$ cat src/rtl/mdu_iter_pkg.sv
// Shared defines for the iterative multiply/divide unit: op codes, FSM state
// encodings and small op-class helpers.
package mdu_iter_pkg;

   localparam logic [2:0] MDU_OP_NOP   = 3'd0;
   localparam logic [2:0] MDU_OP_MULT  = 3'd1;
   localparam logic [2:0] MDU_OP_MULTU = 3'd2;
   localparam logic [2:0] MDU_OP_DIV   = 3'd3;
   localparam logic [2:0] MDU_OP_DIVU  = 3'd4;
   localparam logic [2:0] MDU_OP_MTHI  = 3'd5;
   localparam logic [2:0] MDU_OP_MTLO  = 3'd6;

   typedef enum logic [1:0] {
      MDU_ST_IDLE = 2'd0,
      MDU_ST_RUN  = 2'd1,
      MDU_ST_FIX  = 2'd2
   } mdu_state_t;

   function automatic logic op_is_mul(input logic [2:0] op);
      return (op == MDU_OP_MULT) || (op == MDU_OP_MULTU);
   endfunction

   function automatic logic op_is_div(input logic [2:0] op);
      return (op == MDU_OP_DIV) || (op == MDU_OP_DIVU);
   endfunction

   function automatic logic op_is_signed(input logic [2:0] op);
      return (op == MDU_OP_MULT) || (op == MDU_OP_DIV);
   endfunction

endpackage

$ cat src/rtl/mdu_iter_core.sv
// Shared iteration datapath: step counter plus 2*WIDTH accumulator doing one
// radix-2 shift-add (multiply) or restoring shift-subtract (divide) per step.
module mdu_iter_core
   import mdu_iter_pkg::*;
#(
   parameter int WIDTH = 32
) (
   input  logic               clk,
   input  logic               resetn,
   input  logic               load,
   input  logic               step,
   input  logic               div_mode,
   input  logic [WIDTH-1:0]   opa,
   input  logic [WIDTH-1:0]   opb,
   output logic [2*WIDTH-1:0] acc,
   output logic               last
);

   localparam int CW = (WIDTH > 1) ? $clog2(WIDTH) : 1;

   logic [CW-1:0]      cnt;
   logic               div_q;
   logic [WIDTH-1:0]   opb_q;
   logic [WIDTH:0]     add_sum;
   logic [WIDTH:0]     sub_diff;
   logic [2*WIDTH-1:0] acc_nxt;

   assign last = (cnt == CW'(WIDTH - 1));

   // acc = {hi, lo}: multiply keeps the multiplier in lo and shifts the
   // partial product down; divide keeps the dividend in lo and shifts the
   // partial remainder up, quotient bits entering at the bottom.
   always_comb begin
      add_sum  = {1'b0, acc[2*WIDTH-1:WIDTH]} + {1'b0, opb_q};
      sub_diff = {acc[2*WIDTH-1:WIDTH], acc[WIDTH-1]} - {1'b0, opb_q};
      acc_nxt  = acc;
      if (div_q) begin
         if (!sub_diff[WIDTH])
            acc_nxt = {sub_diff[WIDTH-1:0], acc[WIDTH-2:0], 1'b1};
         else
            acc_nxt = {acc[2*WIDTH-2:0], 1'b0};
      end else if (acc[0]) begin
         acc_nxt = {add_sum, acc[WIDTH-1:1]};
      end else begin
         acc_nxt = {1'b0, acc[2*WIDTH-1:1]};
      end
   end

   always_ff @(posedge clk or negedge resetn) begin
      if (!resetn) begin
         cnt   <= '0;
         div_q <= 1'b0;
         opb_q <= '0;
         acc   <= '0;
      end else if (load) begin
         cnt   <= '0;
         div_q <= div_mode;
         opb_q <= opb;
         acc   <= {{WIDTH{1'b0}}, opa};
      end else if (step) begin
         cnt   <= cnt + 1'b1;
         acc   <= acc_nxt;
      end
   end

endmodule

$ cat src/rtl/mdu_iter.sv
// Iterative MULT/MULTU/DIV/DIVU unit with HI/LO registers and start/busy/done
// handshake. Define MDU_FAST_MUL_EN for a single-cycle multiply path.
//
//   state | meaning
//   IDLE  | waiting for start; MTHI/MTLO write here
//   RUN   | one shift-add / shift-subtract step per cycle
//   FIX   | sign correction, HI/LO update, done next cycle
module mdu_iter
   import mdu_iter_pkg::*;
#(
   parameter int WIDTH = 32
) (
   input  logic             clk,
   input  logic             resetn,
   input  logic             start,
   input  logic [2:0]       op,
   input  logic [WIDTH-1:0] num1,
   input  logic [WIDTH-1:0] num2,
   input  logic             cancel,
   output logic             busy,
   output logic             done,
   output logic [WIDTH-1:0] hi,
   output logic [WIDTH-1:0] lo
);

   mdu_state_t         state;
   logic [2:0]         op_q;
   logic               neg_res;
   logic               neg_rem;
   logic               div0;
   logic [WIDTH-1:0]   num1_q;

   logic               sgn;
   logic               div_by_zero;
   logic               skip_run;
   logic               accept_md;
   logic               core_step;
   logic               core_last;
   logic [WIDTH-1:0]   mag1;
   logic [WIDTH-1:0]   mag2;
   logic [2*WIDTH-1:0] acc;
   logic [2*WIDTH-1:0] prod;
   logic [2*WIDTH-1:0] prod_s;
   logic [WIDTH-1:0]   fix_hi;
   logic [WIDTH-1:0]   fix_lo;

   always_comb begin
      sgn         = op_is_signed(op);
      mag1        = (sgn && num1[WIDTH-1]) ? -num1 : num1;
      mag2        = (sgn && num2[WIDTH-1]) ? -num2 : num2;
      div_by_zero = op_is_div(op) && (num2 == '0);
      accept_md   = (state == MDU_ST_IDLE) && start && !cancel
                    && (op_is_mul(op) || op_is_div(op));
      core_step   = (state == MDU_ST_RUN) && !cancel;
   end

`ifdef MDU_FAST_MUL_EN
   logic [WIDTH-1:0] fast_b;

   assign skip_run = div_by_zero || op_is_mul(op);
   assign prod     = {{WIDTH{1'b0}}, acc[WIDTH-1:0]} * {{WIDTH{1'b0}}, fast_b};

   always_ff @(posedge clk or negedge resetn) begin
      if (!resetn)
         fast_b <= '0;
      else if (accept_md)
         fast_b <= mag2;
   end
`else
   assign skip_run = div_by_zero;
   assign prod     = acc;
`endif

   mdu_iter_core #(.WIDTH(WIDTH)) u_core (
      .clk      (clk),
      .resetn   (resetn),
      .load     (accept_md),
      .step     (core_step),
      .div_mode (op_is_div(op)),
      .opa      (mag1),
      .opb      (mag2),
      .acc      (acc),
      .last     (core_last)
   );

   // Divide-by-zero bypasses the magnitude result entirely.
   always_comb begin
      prod_s = neg_res ? -prod : prod;
      fix_hi = neg_rem ? -acc[2*WIDTH-1:WIDTH] : acc[2*WIDTH-1:WIDTH];
      fix_lo = neg_res ? -acc[WIDTH-1:0] : acc[WIDTH-1:0];
      if (op_is_mul(op_q)) begin
         fix_hi = prod_s[2*WIDTH-1:WIDTH];
         fix_lo = prod_s[WIDTH-1:0];
      end else if (div0) begin
         fix_hi = num1_q;
         fix_lo = '1;
      end
   end

   always_ff @(posedge clk or negedge resetn) begin
      if (!resetn) begin
         state   <= MDU_ST_IDLE;
         op_q    <= MDU_OP_NOP;
         neg_res <= 1'b0;
         neg_rem <= 1'b0;
         div0    <= 1'b0;
         num1_q  <= '0;
         busy    <= 1'b0;
         done    <= 1'b0;
         hi      <= '0;
         lo      <= '0;
      end else begin
         done <= 1'b0;
         case (state)
            MDU_ST_IDLE: begin
               if (accept_md) begin
                  op_q    <= op;
                  neg_res <= sgn && (num1[WIDTH-1] ^ num2[WIDTH-1]);
                  neg_rem <= sgn && op_is_div(op) && num1[WIDTH-1];
                  div0    <= div_by_zero;
                  num1_q  <= num1;
                  busy    <= 1'b1;
                  state   <= skip_run ? MDU_ST_FIX : MDU_ST_RUN;
               end else if (start && !cancel && (op == MDU_OP_MTHI)) begin
                  hi <= num1;
               end else if (start && !cancel && (op == MDU_OP_MTLO)) begin
                  lo <= num1;
               end
            end
            MDU_ST_RUN: begin
               if (cancel) begin
                  state <= MDU_ST_IDLE;
                  busy  <= 1'b0;
               end else if (core_last) begin
                  state <= MDU_ST_FIX;
               end
            end
            MDU_ST_FIX: begin
               state <= MDU_ST_IDLE;
               busy  <= 1'b0;
               if (!cancel) begin
                  hi   <= fix_hi;
                  lo   <= fix_lo;
                  done <= 1'b1;
               end
            end
            default: begin
               state <= MDU_ST_IDLE;
               busy  <= 1'b0;
            end
         endcase
      end
   end

endmodule

$ cat config.mk
export PLATFORM = sky130hd
export DESIGN_NAME = mdu_iter
export DESIGN_NICKNAME = d
export VERILOG_FILES = /design/src/rtl/mdu_iter_pkg.sv /design/src/rtl/mdu_iter_core.sv /design/src/rtl/mdu_iter.sv
export SDC_FILE = /design/constraint.sdc
export NUM_CORES = 1
export LEC_CHECK = 0
export BUFFER_PORTS_ARGS = -buffer_cell sky130_fd_sc_hd__clkbuf_2
export CORE_ASPECT_RATIO = 1.4
export CORE_UTILIZATION = 50
export CTS_BUF_LIST = sky130_fd_sc_hd__clkbuf_8 sky130_fd_sc_hd__clkbuf_16
export CTS_CLUSTER_DIAMETER = 120
export DETAILED_ROUTE_END_ITERATION = 10
export GPL_ROUTABILITY_DRIVEN = 0
export HOLD_SLACK_MARGIN = 0.03
export PLACE_DENSITY = 0.71
export SYNTH_ARGS = -nofsm -noshare
export SYNTH_HDL_FRONTEND = slang
export SYNTH_SLANG_ARGS = --single-unit
$ cat constraint.sdc
create_clock -name clk -period 3.5 [get_ports clk]
set_clock_uncertainty 0.1 [all_clocks]
set_input_delay 0.35 -clock clk [delete_from_list [all_inputs] [get_ports clk]]
set_output_delay 0.35 -clock clk [all_outputs]
set_load 0.02 [all_outputs]
# Word level (Yosys, flattened, before mapping)

Cells that the tools add are included.
Widths: inputs -> output; s select.

Bits in registers: 208
Input bits: 71
Output and inout bits: 66

$add $sub $neg: 8
Equal/unequal tests: 19
Muxes and demuxes: 35
Bitwise logic cells: 1
Reduce and logical (&&, ||, !) cells: 28

Operators with widths:

| kind                | count |
|---|---|
| $mux 32             | 15 |
| $mux 64             | 6 |
| $neg 32->32         | 4 |
| $pmux 32 s2         | 2 |
| $neg 64->64         | 1 |
| $add 32x32->33      | 1 |
| $sub 33x32->33      | 1 |
| $logic_not 32->1    | 1 |
| $logic_and 1x1->1   | 13 |
| $mux 5              | 2 |
| $ne 2x2->1 const B  | 5 |
| $eq 3x2->1 const B  | 3 |
| $eq 3x3->1 const B  | 3 |
| $mux 2              | 4 |
| $eq 3x1->1 const B  | 2 |
| $reduce_and 2->1    | 3 |
| $add 5x1->5 const B | 1 |
| $eq 5x5->1 const B  | 1 |
| $logic_or 1x1->1    | 5 |
| $reduce_and 5->1    | 1 |
| $mux 1              | 4 |
| $ne 2x1->1 const B  | 2 |
| $pmux 2 s2          | 1 |
| $reduce_and 4->1    | 1 |
| other kinds (8)     | 9 |

# Longest topological paths before layout

Depth after elaboration: 7
Depth in mapped cells: 14
Depth with buffers taken out: 13

# Hierarchy

From an unflattened synthesis, not the netlist that was laid out.

Cells, all modules: 2227
Area total of the unflattened synthesis: 17475.5 sq um

By module, submodules not included:

| module        | instances | cells each | area an instance (sq um) |
|---|---|---|---|
| mdu_iter      | 1         | 1163       | 8821.0 |
| mdu_iter_core | 1         | 1064       | 8654.6 |

# Worst setup path after synthesis

OpenSTA, ideal clock, no wires.

Path kind: flip-flop to flip-flop
Start point: reg u_core.acc[33]
End point: reg u_core.acc[57]
Setup time: 0.086 ns
Arrival: 3.139 ns
Data required time: 3.314 ns
Path slack: 0.175 ns
Stages on the path, launching flop included: 13
Path buffers: 1
Path through: dfrtp_1 -> clkbuf_1 -> inv_1 -> fa_1 -> nand2b_1 -> a211oi_1 -> o21ai_0 -> a21bo_2 -> o221a_2 -> or4b_1 -> a41oi_1 -> nor2_1 -> nor3_1

Word-level cells in the longest chain between the ends: 5

RTL lines:

| what                                                    | line                                     | source |
|---|---|---|
| start, declared                                         | mdu_iter_core.sv:15                      | `output logic [2*WIDTH-1:0] acc,` |
| start signal, assigned                                  | mdu_iter_core.sv:59                      | `acc <= {{WIDTH{1'b0}}, opa};` |
| start signal, assigned                                  | mdu_iter_core.sv:62                      | `acc <= acc_nxt;` |
| $sub 33x32->33 / $add 32x32->33 (equally long branches) | mdu_iter_core.sv:35, mdu_iter_core.sv:34 |  |
| $mux 64 (on tied branches)                              | mdu_iter_core.sv:38, mdu_iter_core.sv:42 |  |
| $mux 64 *                                               | mdu_iter_core.sv:37                      | `if (div_q) begin` |
| $mux 64 *                                               | mdu_iter_core.sv:60                      | `end else if (step) begin` |
| $mux 64 *                                               | mdu_iter_core.sv:55                      | `end else if (load) begin` |

Mark *: on every way between the ends. The rest lies on a longest branch, timed or not. The select of a mux whose other input is x is not followed.
A chain may end at the register's enable or synchronous reset.

# Worst setup path after layout

Start point: reg u_core.acc[42]
End point: reg u_core.acc[57]

Same word-level chain as after synthesis.

==> impl_metrics.tcl <==
set metrics [dict create \
    internal_power_mw 7.75 \
    synth-seq-cells 208 \
    die_x_um 157 \
    ant_nets 0 \
    start_util_pct 50.7 \
    cts-root-buf "clkbuf_16" \
    syn_area_um2 16800 \
    yosysUniqueCellTypes 78 \
    die_y_um 219 \
    finalCriticalPeriod_ns 3.39 \
    finalSetupTns_ns 0 \
    die-area_um2 34300 \
    synth.net_count 2351 \
    rrSetupSlack_ns 0.11 \
    dpl.hpwl_mm 41.3 \
    yosys-top-cells-area "dfrtp_1, nand2_1, o21ai_0" \
    rows 79 \
    avgSynthCellArea_um2 7.60 \
    seq_area_um2 5210 \
    cp.arrival_ns 3.71 \
    htree_levels 1 \
    antenna_found_initial 0 \
    fin_worst_hold_slack_ns 0.0357 \
    gr-total-overflow 0 \
    cp-start-kind "flip-flop" \
    vias_per_cell 6.19 \
    crit_path_end_kind "flip-flop" \
    outcome "completed" \
    power_density_nw_per_um2 729 \
    cts_inserted_buffers 24 \
    finalPower_mw 14.4 \
    max_freq_mhz 295 \
    holdPathStages 3 \
    comb_power_share_pct 55.4 \
    synthFlopType "dfrtp_1" \
    fp.coreArea_um2 33100 \
    yosys_warnings 0 \
    p_leak_nw 8.71 \
    drive_gt1_share_pct 14.3 \
    maxCapViolCount 0 \
    worst_slew_pin_slew_ns 0.913 \
    n_antenna_cell 0 \
    ys_seq_area_share_pct 31.0 \
    post-synth-top-count-cell "nand2_1" \
    numPortBuffers 136 \
    routed-via-count 17500 \
    multi_input_area_um2 10900 \
    grt_usage_pct 32.6 \
    drv_slew 0 \
    hold_violations 0 \
    hold_path_class "input pin to flip-flop" \
    worstPathMaxFanout 10 \
    reg2reg_to "u_core.acc[57]$_DFFE_PN0P_" \
    placed_cell_area_um2 18400 \
    power.share.clock_pct 18.2 \
    finalWorstSetupSlack_ns 0.110 \
    grt_pass1_vias 17000 \
    wl_mm 55.8 \
    path_class "flip-flop to flip-flop" \
    utilization_pct 59.5 \
    synthCells 2208 \
    rsz0062_at_grt "true" \
    nFillCells 3026 \
    drc 0 \
    first_pass_iters 6 \
    final_area_um2 19700 \
    grt_pass1_wl_mm 88.2 \
    cts_tree "built" \
    netSwitchingPower_mw 6.63 \
    dpl.cell_count 2752 \
    cts_sinks 208 \
    areaGrowthSynthToFinish_pct 17.4 \
    yosysTopAreaCell "dfrtp_1" \
    fin_cells 2833 \
    synthTopCellsByCount "nand2_1, o21ai_0, dfrtp_1" \
    swShare_pct 46.1 \
    clockBufferDepth 3 \
    maxSlewHeadroom_pct 39.1 \
    setup_viol 0 \
    fin_crit_sh_pct 96.9 \
    seq_power_share_pct 26.4 \
    grt_max_degree 95 \
    hold_start "num2[27]" \
    synth_edf_count 0 \
    worstPathRequired_ns 3.82 \
    ir_drop_v 0.000407 \
    r2r_cells 11 \
    netlist.area_leader.share_pct 31.0 \
    reg2reg_from "u_core.acc[42]$_DFFE_PN0P_" \
    finalNetCount 2513 \
    clkLatencyLatePin_ns 0.54 \
    post-place-ws_ns 0.0314 \
    avgRoutedWirePerCell_um 19.7 \
    hold_end "u_core.opb_q[27]$_DFFE_PN0P_" \
    pin_count 137 \
    clk_pin_slew_ns 0.07 \
    ys_async_sr_fraction_pct 100 \
    drt-initial-drc-count 1830 \
]
registers in the layout (all words and copies together), names as in the netlist, 2 cells and up:
signal,count
u_core.cnt,5
hi,32
u_core.acc,64
lo,32
num1_q,32
state,2
op_q,3
u_core.opb_q,32
critical path, stage by stage (launching register included):
cell,delay (ns)
dfrtp_1,0.50
ha_1,0.45
and2_1,0.20
o2111ai_1,0.20
a211o_1,0.37
a21oi_1,0.32
o21bai_1,0.22
o21ai_0,0.29
xnor2_1,0.16
nor2_1,0.06
a211oi_1,0.30
nor3_1,0.09
repair_timing:
action	in CTS	in global routing
hold buffers	35	0
pin swaps	0	4
gates resized for setup	1	18
hold endpoints to repair	124	0
buffers inserted	0	2
setup endpoints to repair	1	18
power by group through the flow:
stage / Clock (mW) / Combinational [mW] / Sequential [mW]
6_report: 2.61 / 7.96 / 3.80
5_1_grt: 2.74 / 8.71 / 3.88
4_1_cts: 2.65 / 7.71 / 3.77
3_5_place_dp: 0 / 7.64 / 3.81
3_3_place_gp: 0 / 7.49 / 3.78
2_1_floorplan: 0 / 5.06 / 3.93
cells by family (layout without fill, tap and decap cells):
family          after synthesis  after routing  synth area share (%)
xor+xnor                    161            161                  8.40
mux                          52             52                  3.11
flops                       208            208                  31.0
buf+inv                     222            402                  5.01
compound gates              740            740                  26.7
simple gates                753            753                  20.3
fa+ha+maj                    72             72                  5.46
how the worst max path moves through the flow:
stage	start	cells after the start	to	slack (ns)
floorplan	u_core.acc[33]$_DFFE_PN0P_	12	u_core.acc[57]$_DFFE_PN0P_	0.18
global placement	u_core.acc[31]$_DFFE_PN0P_	13	u_core.acc[62]$_DFFE_PN0P_	0.05
detailed placement	u_core.acc[31]$_DFFE_PN0P_	13	u_core.acc[62]$_DFFE_PN0P_	0.03
CTS	u_core.acc[31]$_DFFE_PN0P_	13	u_core.acc[62]$_DFFE_PN0P_	0.02
global route	u_core.opb_q[0]$_DFFE_PN0P_	12	u_core.acc[57]$_DFFE_PN0P_	-0.01
finish	u_core.acc[42]$_DFFE_PN0P_	11	u_core.acc[57]$_DFFE_PN0P_	0.11
cell usage in the layout (no fill, tap or decap), types with 13 or more instances in the layout:
cell type,netlist,routed
ha_1,70,69
a211oi_1,26,24
dlygate4sd3_1,0,35
nor2b_1,15,13
buf_4,1,112
nor4_1,14,14
clkbuf_2,2,135
dfrtp_1,208,207
nand4_1,13,13
nand3_1,35,34
xor2_1,67,66
mux2i_1,51,51
o22ai_1,38,38
o211ai_1,44,44
xnor2_1,94,94
nor2_1,157,155
and3_1,16,16
inv_1,69,71
a31oi_1,26,26
o21ai_0,251,250
nand2b_1,26,26
a21oi_1,190,188
nand2_1,357,355
o31ai_1,25,25
nor3_1,48,48
a21o_1,24,24
or3_1,16,14
clkbuf_16,0,25
routing by layer:
metal / GRT usage, % / share of wire (%) / up-vias
met5: 0 / 0 / -
met4: 22.6 / 6.5 / 0
met3: 4.56 / 6.9 / 224
met2: 54.9 / 48 / 869
met1: 38.2 / 39 / 8215
li1: - / - / 8226
layout make-up:
| type | instances | share of cell area [%] |
|---|---|---|
| Clock buffer | 28 | 3.38 |
| Clock inverter | 16 | 0.717 |
| Inverter | 69 | 1.31 |
| Multi-Input combinational cell | 1778 | 55.2 |
| Sequential cell | 208 | 26.4 |
| Tap cell | 445 | 2.82 |
| Timing Repair Buffer | 289 | 10.2 |
Note: power is estimated with default switching activity, not from simulation.
